File: config.mk
export PLATFORM = sky130hd
export DESIGN_NAME = uart_rx
export DESIGN_NICKNAME = d
export VERILOG_FILES = /design/src/rtl/uart_pkg.sv /design/src/rtl/sync_2ff.sv /design/src/rtl/uart_rx.sv
export SDC_FILE = /design/constraint.sdc
export NUM_CORES = 1
export LEC_CHECK = 0
export ABC_AREA = 0
export BUFFER_PORTS_ARGS = -buffer_cell sky130_fd_sc_hd__clkbuf_2
export CORE_MARGIN = 4
export CORE_UTILIZATION = 28
export CTS_BUF_LIST = sky130_fd_sc_hd__clkbuf_2
export DETAILED_ROUTE_END_ITERATION = 8
export GPL_ROUTABILITY_DRIVEN = 0
export GPL_TIMING_DRIVEN = 0
export SETUP_SLACK_MARGIN = 0.05
export SYNTH_ARGS = -nofsm -noshare
export SYNTH_HDL_FRONTEND = slang
export SYNTH_SLANG_ARGS = --single-unit
File: constraint.sdc
create_clock -name clk -period 2.41 [get_ports clk]
set_input_delay 0.241 -clock clk [delete_from_list [all_inputs] [get_ports clk]]
set_output_delay 0.241 -clock clk [all_outputs]
set_load 0.01 [all_outputs]
File: src/rtl/uart_pkg.sv
// Shared UART definitions: receiver state encoding and frame/oversampling defaults
// used by the receive path, transmit path and baud generator.
package uart_pkg;

    localparam int unsigned UART_DATA_BITS  = 8;
    localparam int unsigned UART_OVERSAMPLE = 16;

    typedef enum logic [1:0] {
        RX_IDLE  = 2'b00,
        RX_START = 2'b01,
        RX_DATA  = 2'b10,
        RX_STOP  = 2'b11
    } rx_state_e;

endpackage

File: src/rtl/sync_2ff.sv
// Two-flop synchroniser for asynchronous pad inputs; both flops reset to 1
// so an idle-high line does not produce a false edge after reset.
module sync_2ff (
    input  logic clk,
    input  logic reset,
    input  logic d,
    output logic q
);

    logic meta;

    always_ff @(posedge clk) begin
        if (reset) begin
            meta <= 1'b1;
            q    <= 1'b1;
        end else begin
            meta <= d;
            q    <= meta;
        end
    end

endmodule

File: src/rtl/uart_rx.sv
// 8N1 UART receiver: 16x oversampled start validation, mid-bit data sampling,
// stop-bit check and a valid/ack holding register with frame/overrun pulses.
module uart_rx
    import uart_pkg::*;
#(
    parameter int unsigned DATA_BITS  = UART_DATA_BITS,
    parameter int unsigned OVERSAMPLE = UART_OVERSAMPLE
) (
    input  logic                 clk,
    input  logic                 reset,
    input  logic                 baud_tick16,
    input  logic                 rx,
    input  logic                 rx_ack,
    output logic [DATA_BITS-1:0] rx_data,
    output logic                 rx_valid,
    output logic                 rx_busy,
    output logic                 frame_error,
    output logic                 overrun_error
);

    localparam int unsigned SW = $clog2(OVERSAMPLE);
    localparam int unsigned BW = $clog2(DATA_BITS + 1);

    localparam logic [SW-1:0] HALF_LAST = SW'(OVERSAMPLE / 2 - 1);
    localparam logic [SW-1:0] BIT_LAST  = SW'(OVERSAMPLE - 1);
    localparam logic [BW-1:0] DATA_LAST = BW'(DATA_BITS - 1);

    rx_state_e            state;
    rx_state_e            state_next;
    logic                 rx_s;
    logic [SW-1:0]        sample_cnt;
    logic [BW-1:0]        bit_cnt;
    logic                 armed;
    logic [DATA_BITS-1:0] shift_reg;

    logic start_c;
    logic start_end_c;
    logic bit_take_c;
    logic stop_ok_c;
    logic stop_bad_c;

    sync_2ff u_sync (
        .clk   (clk),
        .reset (reset),
        .d     (rx),
        .q     (rx_s)
    );

    // State register
    always_ff @(posedge clk) begin
        if (reset) begin
            state <= RX_IDLE;
        end else begin
            state <= state_next;
        end
    end

    // Next-state logic; progress only on baud ticks
    always_comb begin
        state_next = state;
        if (baud_tick16) begin
            case (state)
                RX_IDLE: begin
                    if (armed && !rx_s) state_next = RX_START;
                end
                RX_START: begin
                    if (sample_cnt == HALF_LAST) state_next = rx_s ? RX_IDLE : RX_DATA;
                end
                RX_DATA: begin
                    if (sample_cnt == BIT_LAST && bit_cnt == DATA_LAST) state_next = RX_STOP;
                end
                RX_STOP: begin
                    if (sample_cnt == BIT_LAST) state_next = RX_IDLE;
                end
            endcase
        end
    end

    // Per-tick decode of the sampling events
    always_comb begin
        start_c     = 1'b0;
        start_end_c = 1'b0;
        bit_take_c  = 1'b0;
        stop_ok_c   = 1'b0;
        stop_bad_c  = 1'b0;
        if (baud_tick16) begin
            start_c     = (state == RX_IDLE) && armed && !rx_s;
            start_end_c = (state == RX_START) && (sample_cnt == HALF_LAST);
            bit_take_c  = (state == RX_DATA) && (sample_cnt == BIT_LAST);
            stop_ok_c   = (state == RX_STOP) && (sample_cnt == BIT_LAST) && rx_s;
            stop_bad_c  = (state == RX_STOP) && (sample_cnt == BIT_LAST) && !rx_s;
        end
    end

    // Counters, arming and shift register
    always_ff @(posedge clk) begin
        if (reset) begin
            sample_cnt <= '0;
            bit_cnt    <= '0;
            armed      <= 1'b0;
            shift_reg  <= '0;
        end else if (baud_tick16) begin
            case (state)
                RX_IDLE: begin
                    sample_cnt <= '0;
                    bit_cnt    <= '0;
                    if (rx_s) armed <= 1'b1;
                end
                RX_START: begin
                    sample_cnt <= start_end_c ? '0 : sample_cnt + SW'(1);
                end
                RX_DATA: begin
                    if (bit_take_c) begin
                        sample_cnt <= '0;
                        bit_cnt    <= bit_cnt + BW'(1);
                        shift_reg  <= {rx_s, shift_reg[DATA_BITS-1:1]};
                    end else begin
                        sample_cnt <= sample_cnt + SW'(1);
                    end
                end
                RX_STOP: begin
                    if (sample_cnt == BIT_LAST) begin
                        sample_cnt <= '0;
                        // a low stop bit disarms until the line returns high
                        if (!rx_s) armed <= 1'b0;
                    end else begin
                        sample_cnt <= sample_cnt + SW'(1);
                    end
                end
            endcase
        end
    end

    // Holding register and status outputs; ack and pulses are per-clk
    always_ff @(posedge clk) begin
        if (reset) begin
            rx_data       <= '0;
            rx_valid      <= 1'b0;
            rx_busy       <= 1'b0;
            frame_error   <= 1'b0;
            overrun_error <= 1'b0;
        end else begin
            rx_busy       <= (state_next != RX_IDLE);
            frame_error   <= stop_bad_c;
            overrun_error <= stop_ok_c && rx_valid && !rx_ack;
            if (stop_ok_c) begin
                rx_data  <= shift_reg;
                rx_valid <= 1'b1;
            end else if (rx_ack) begin
                rx_valid <= 1'b0;
            end
        end
    end

endmodule

==> flow_metrics.py <==
metrics = {
    "worst_hold_path": {
        "min_from": "reset",
        "worstHoldPathCells": 2,
        "hp-class": "input port to flip-flop",
        "hold_end": "u_sync.meta",
    },
    "logic_synthesis": {
        "synthCells": 155,
        "synth_area_leaders": "dfxtp_1, mux2i_1, nand2_1, a21oi_1, nor2_1",
        "avgSynthCellArea_um2": 8.81,
        "ys_ff_latch": 33,
        "ys_warn_count": 0,
        "synth_top_area_share_pct": 48.4,
        "synth_area_leader_cell": "dfxtp_1",
        "mappedNetlistArea_mm2": 0.00137,
        "ys_seq_area_share_pct": 48.4,
        "synth_nets": 162,
        "ys_types": 36,
    },
    "cells_and_area": {
        "fin_cells": 247,
        "syn_to_final_growth_pct": 17.6,
        "multi_input_area_um2": 642,
        "nets": 186,
        "drive_gt1_share_pct": 18.9,
        "register_area_um2": 661,
        "n_fill_cell": 502,
        "num_antenna_cells": 0,
    },
    "cts": {
        "cts-hold-fix-buffers": 0,
        "post-cts-setup-buffers": 0,
        "clock_latency_ns": 0.38,
        "numCtsBuffers": 5,
        "tritoncts": "done",
        "htree_levels": 2,
        "clock-sinks": 33,
        "clockBufferDepth": 2,
        "cts_root_buf": "clkbuf_2",
        "ctsResizeCount": 0,
        "clkTransAtPathRegs_ns": 0.17,
    },
    "setup_path": {
        "required_ns": 2.67,
        "crit_path_start_kind": "flip-flop",
        "arrival_ns": 1.96,
        "r2r_cells": 7,
        "crit_path_top_delay_cell": "dfxtp_1",
        "critPathMaxFanout": 9,
        "critical-path-top-delay-family": "buffers and inverters",
        "rr_endpoint": "rx_data[6]",
        "r2r_setup_slack_ns": 0.70,
        "worst_path_largest_cell_delay_ns": 0.37,
        "cp-end-kind": "flip-flop",
        "crit_buf_inv": 2,
        "crit_type": "flip-flop to flip-flop",
        "timing.rr.start": "sample_cnt[0]",
        "worstSetupStartpoint": "sample_cnt[0]",
        "crit_chain": "ha_1, and4_1, buf_6, nand4_1, buf_2, mux2i_1, nor2_1",
    },
    "grt": {
        "grt_usage_pct": 9.71,
        "antenna_found_initial": 0,
        "grt_overflow_total": 0,
        "grt_pass1_wl_um": 4690,
        "grt_pass1_vias": 1021,
        "grt_max_degree": 12,
    },
    "detailed_routing": {
        "drt-pass1-iter-count": 4,
        "dr_total_vias": 1114,
        "wl_per_cell_um": 10.7,
        "drt_iter0_drc": 72,
        "wl_um": 2640,
        "drc": 0,
        "postRouteAntennaNets": 0,
        "via_per_inst": 4.51,
    },
    "power_and_ir_drop": {
        "p_seq_share_pct": 58.1,
        "swShare_pct": 23.0,
        "leakagePower_nw": 0.686,
        "peakVddDrop_v": 0.000296,
        "p_switching_w": 0.000219,
        "total_power_w": 0.000952,
        "clkPwrFrac_pct": 38.6,
        "power_density_mw_per_mm2": 593,
        "power.internal_w": 0.000733,
        "pwr-share-comb_pct": 3.3,
    },
    "timing": {
        "fin_skew_ns": 0.0189,
        "drv_slew": 0,
        "rsz0062_at_grt": "no",
        "relSlewSlack_pct": 68.2,
        "final.period_utilization_pct": 70.8,
        "hold_ws_ns": 0.132,
        "worst_pin_slew_ns": 0.477,
        "finalHoldViolCount": 0,
        "fin_setup_tns_ns": 0,
        "setup_violations": 0,
        "max_freq_mhz": 586,
        "fin_crit_ns": 1.71,
    },
    "die": {
        "die_y_um": 77.8,
        "coreArea_mm2": 0.00472,
        "fp-row-count": 25,
        "io_pins": 17,
        "die_area_mm2": 0.00606,
        "die_x_um": 77.8,
        "initial_core_util_pct": 28.9,
    },
    "job": {
        "max-cap-violations": 0,
    },
    "placement": {
        "dpl.cell_count": 238,
        "hpwl_um": 1880,
        "port_buffers": 16,
    },
    "run_status": {
        "status": "finished clean",
    },
}
worst max path at each step:
| stage | endpoint | slack [ns] | depth (start not counted) |
|---|---|---|---|
| after floorplan | rx_busy | 0.86 | 6 |
| after global placement | rx_data[4] | 0.72 | 7 |
| after detailed placement | rx_data[5] | 0.71 | 7 |
| after CTS | rx_data[6] | 0.68 | 7 |
| after global routing | rx_data[1] | 0.53 | 7 |
| final | rx_data[6] | 0.70 | 7 |
area by class of cell:
| class | count | share of cell area (%) |
|---|---|---|
| plain buffers | 9 | 2.96 |
| clock buffers | 5 | 1.56 |
| clock inverters | 3 | 2.57 |
| inverters | 4 | 0.935 |
| multi-input cells | 109 | 40.0 |
| flip-flops and latches | 33 | 41.2 |
| well taps | 67 | 5.22 |
| repair buffers | 17 | 5.61 |
power by group through the flow:
stage	sequential [W]	clock [W]	combinational [W]
after detailed placement	0.000564	0	0.0000310
after global routing	0.000554	0.000397	0.0000371
after CTS	0.000553	0.000380	0.0000310
after floorplan	0.000563	0	0.0000198
after global placement	0.000564	0	0.0000309
final	0.000553	0.000367	0.0000318
synthesized netlist by cell type (all sizes together):
master and n:
dfxtp 33, nand2 23, nor2 18, a21oi 16, mux2i 9, o21ai 6
clkbuf 5, buf 4, inv 4, nand3 4, nand4 3, nor3 3
a21o 2, and2 2, and4 2, ha 2, nand2b 2, nor2b 2
or2 2, or3 2, a21boi 1, a22oi 1, a311o 1, a31oi 1
a32oi 1, a41oi 1, nor3b 1, nor4 1, o311a 1, o31ai 1
xnor2 1
logic make-up after synthesis:
logic type | share of synthesized area, %
and+or+nand+nor | 23.5
DFF | 48.4
AOI/OAI and AO/OA | 14.5
buffers and inverters | 4.58
muxes | 6.60
adders and majority gates | 1.83
xor gates and xnor gates | 0.642
stage by stage:
step	utilization, %	area (µm²)	worst slack [ns]
finish	34.0	1610	0.703
global route	34.0	1610	0.530
CTS	33.8	1600	0.679
detailed placement	32.4	1530	0.711
global placement	32.4	1530	0.717
floorplan	-	1370	0.860
cells in the final DEF, fill, tap and decap left out, types with 2 or more instances in the layout:
| master | n |
|---|---|
| a21o_1 | 2 |
| a21oi_1 | 16 |
| and4_1 | 2 |
| buf_2 | 2 |
| clkbuf_1 | 5 |
| clkbuf_2 | 21 |
| dfxtp_1 | 33 |
| ha_1 | 2 |
| inv_1 | 4 |
| mux2i_1 | 9 |
| nand2_1 | 23 |
| nand2b_1 | 2 |
| nand3_1 | 4 |
| nand4_1 | 2 |
| nor2_1 | 17 |
| nor2b_1 | 2 |
| nor3_1 | 3 |
| o21ai_0 | 6 |
| or2_2 | 2 |
| or3_1 | 2 |
routing by layer:
layer	vias to the layer above	wire length, µm	global-route usage [%]
met2	20	1130	13.5
met1	504	1370	13.4
met3	7	101	3.25
met4	0	38	4.27
li1	583	-	-
met5	-	0	0
(Power assumes the default switching activity.)
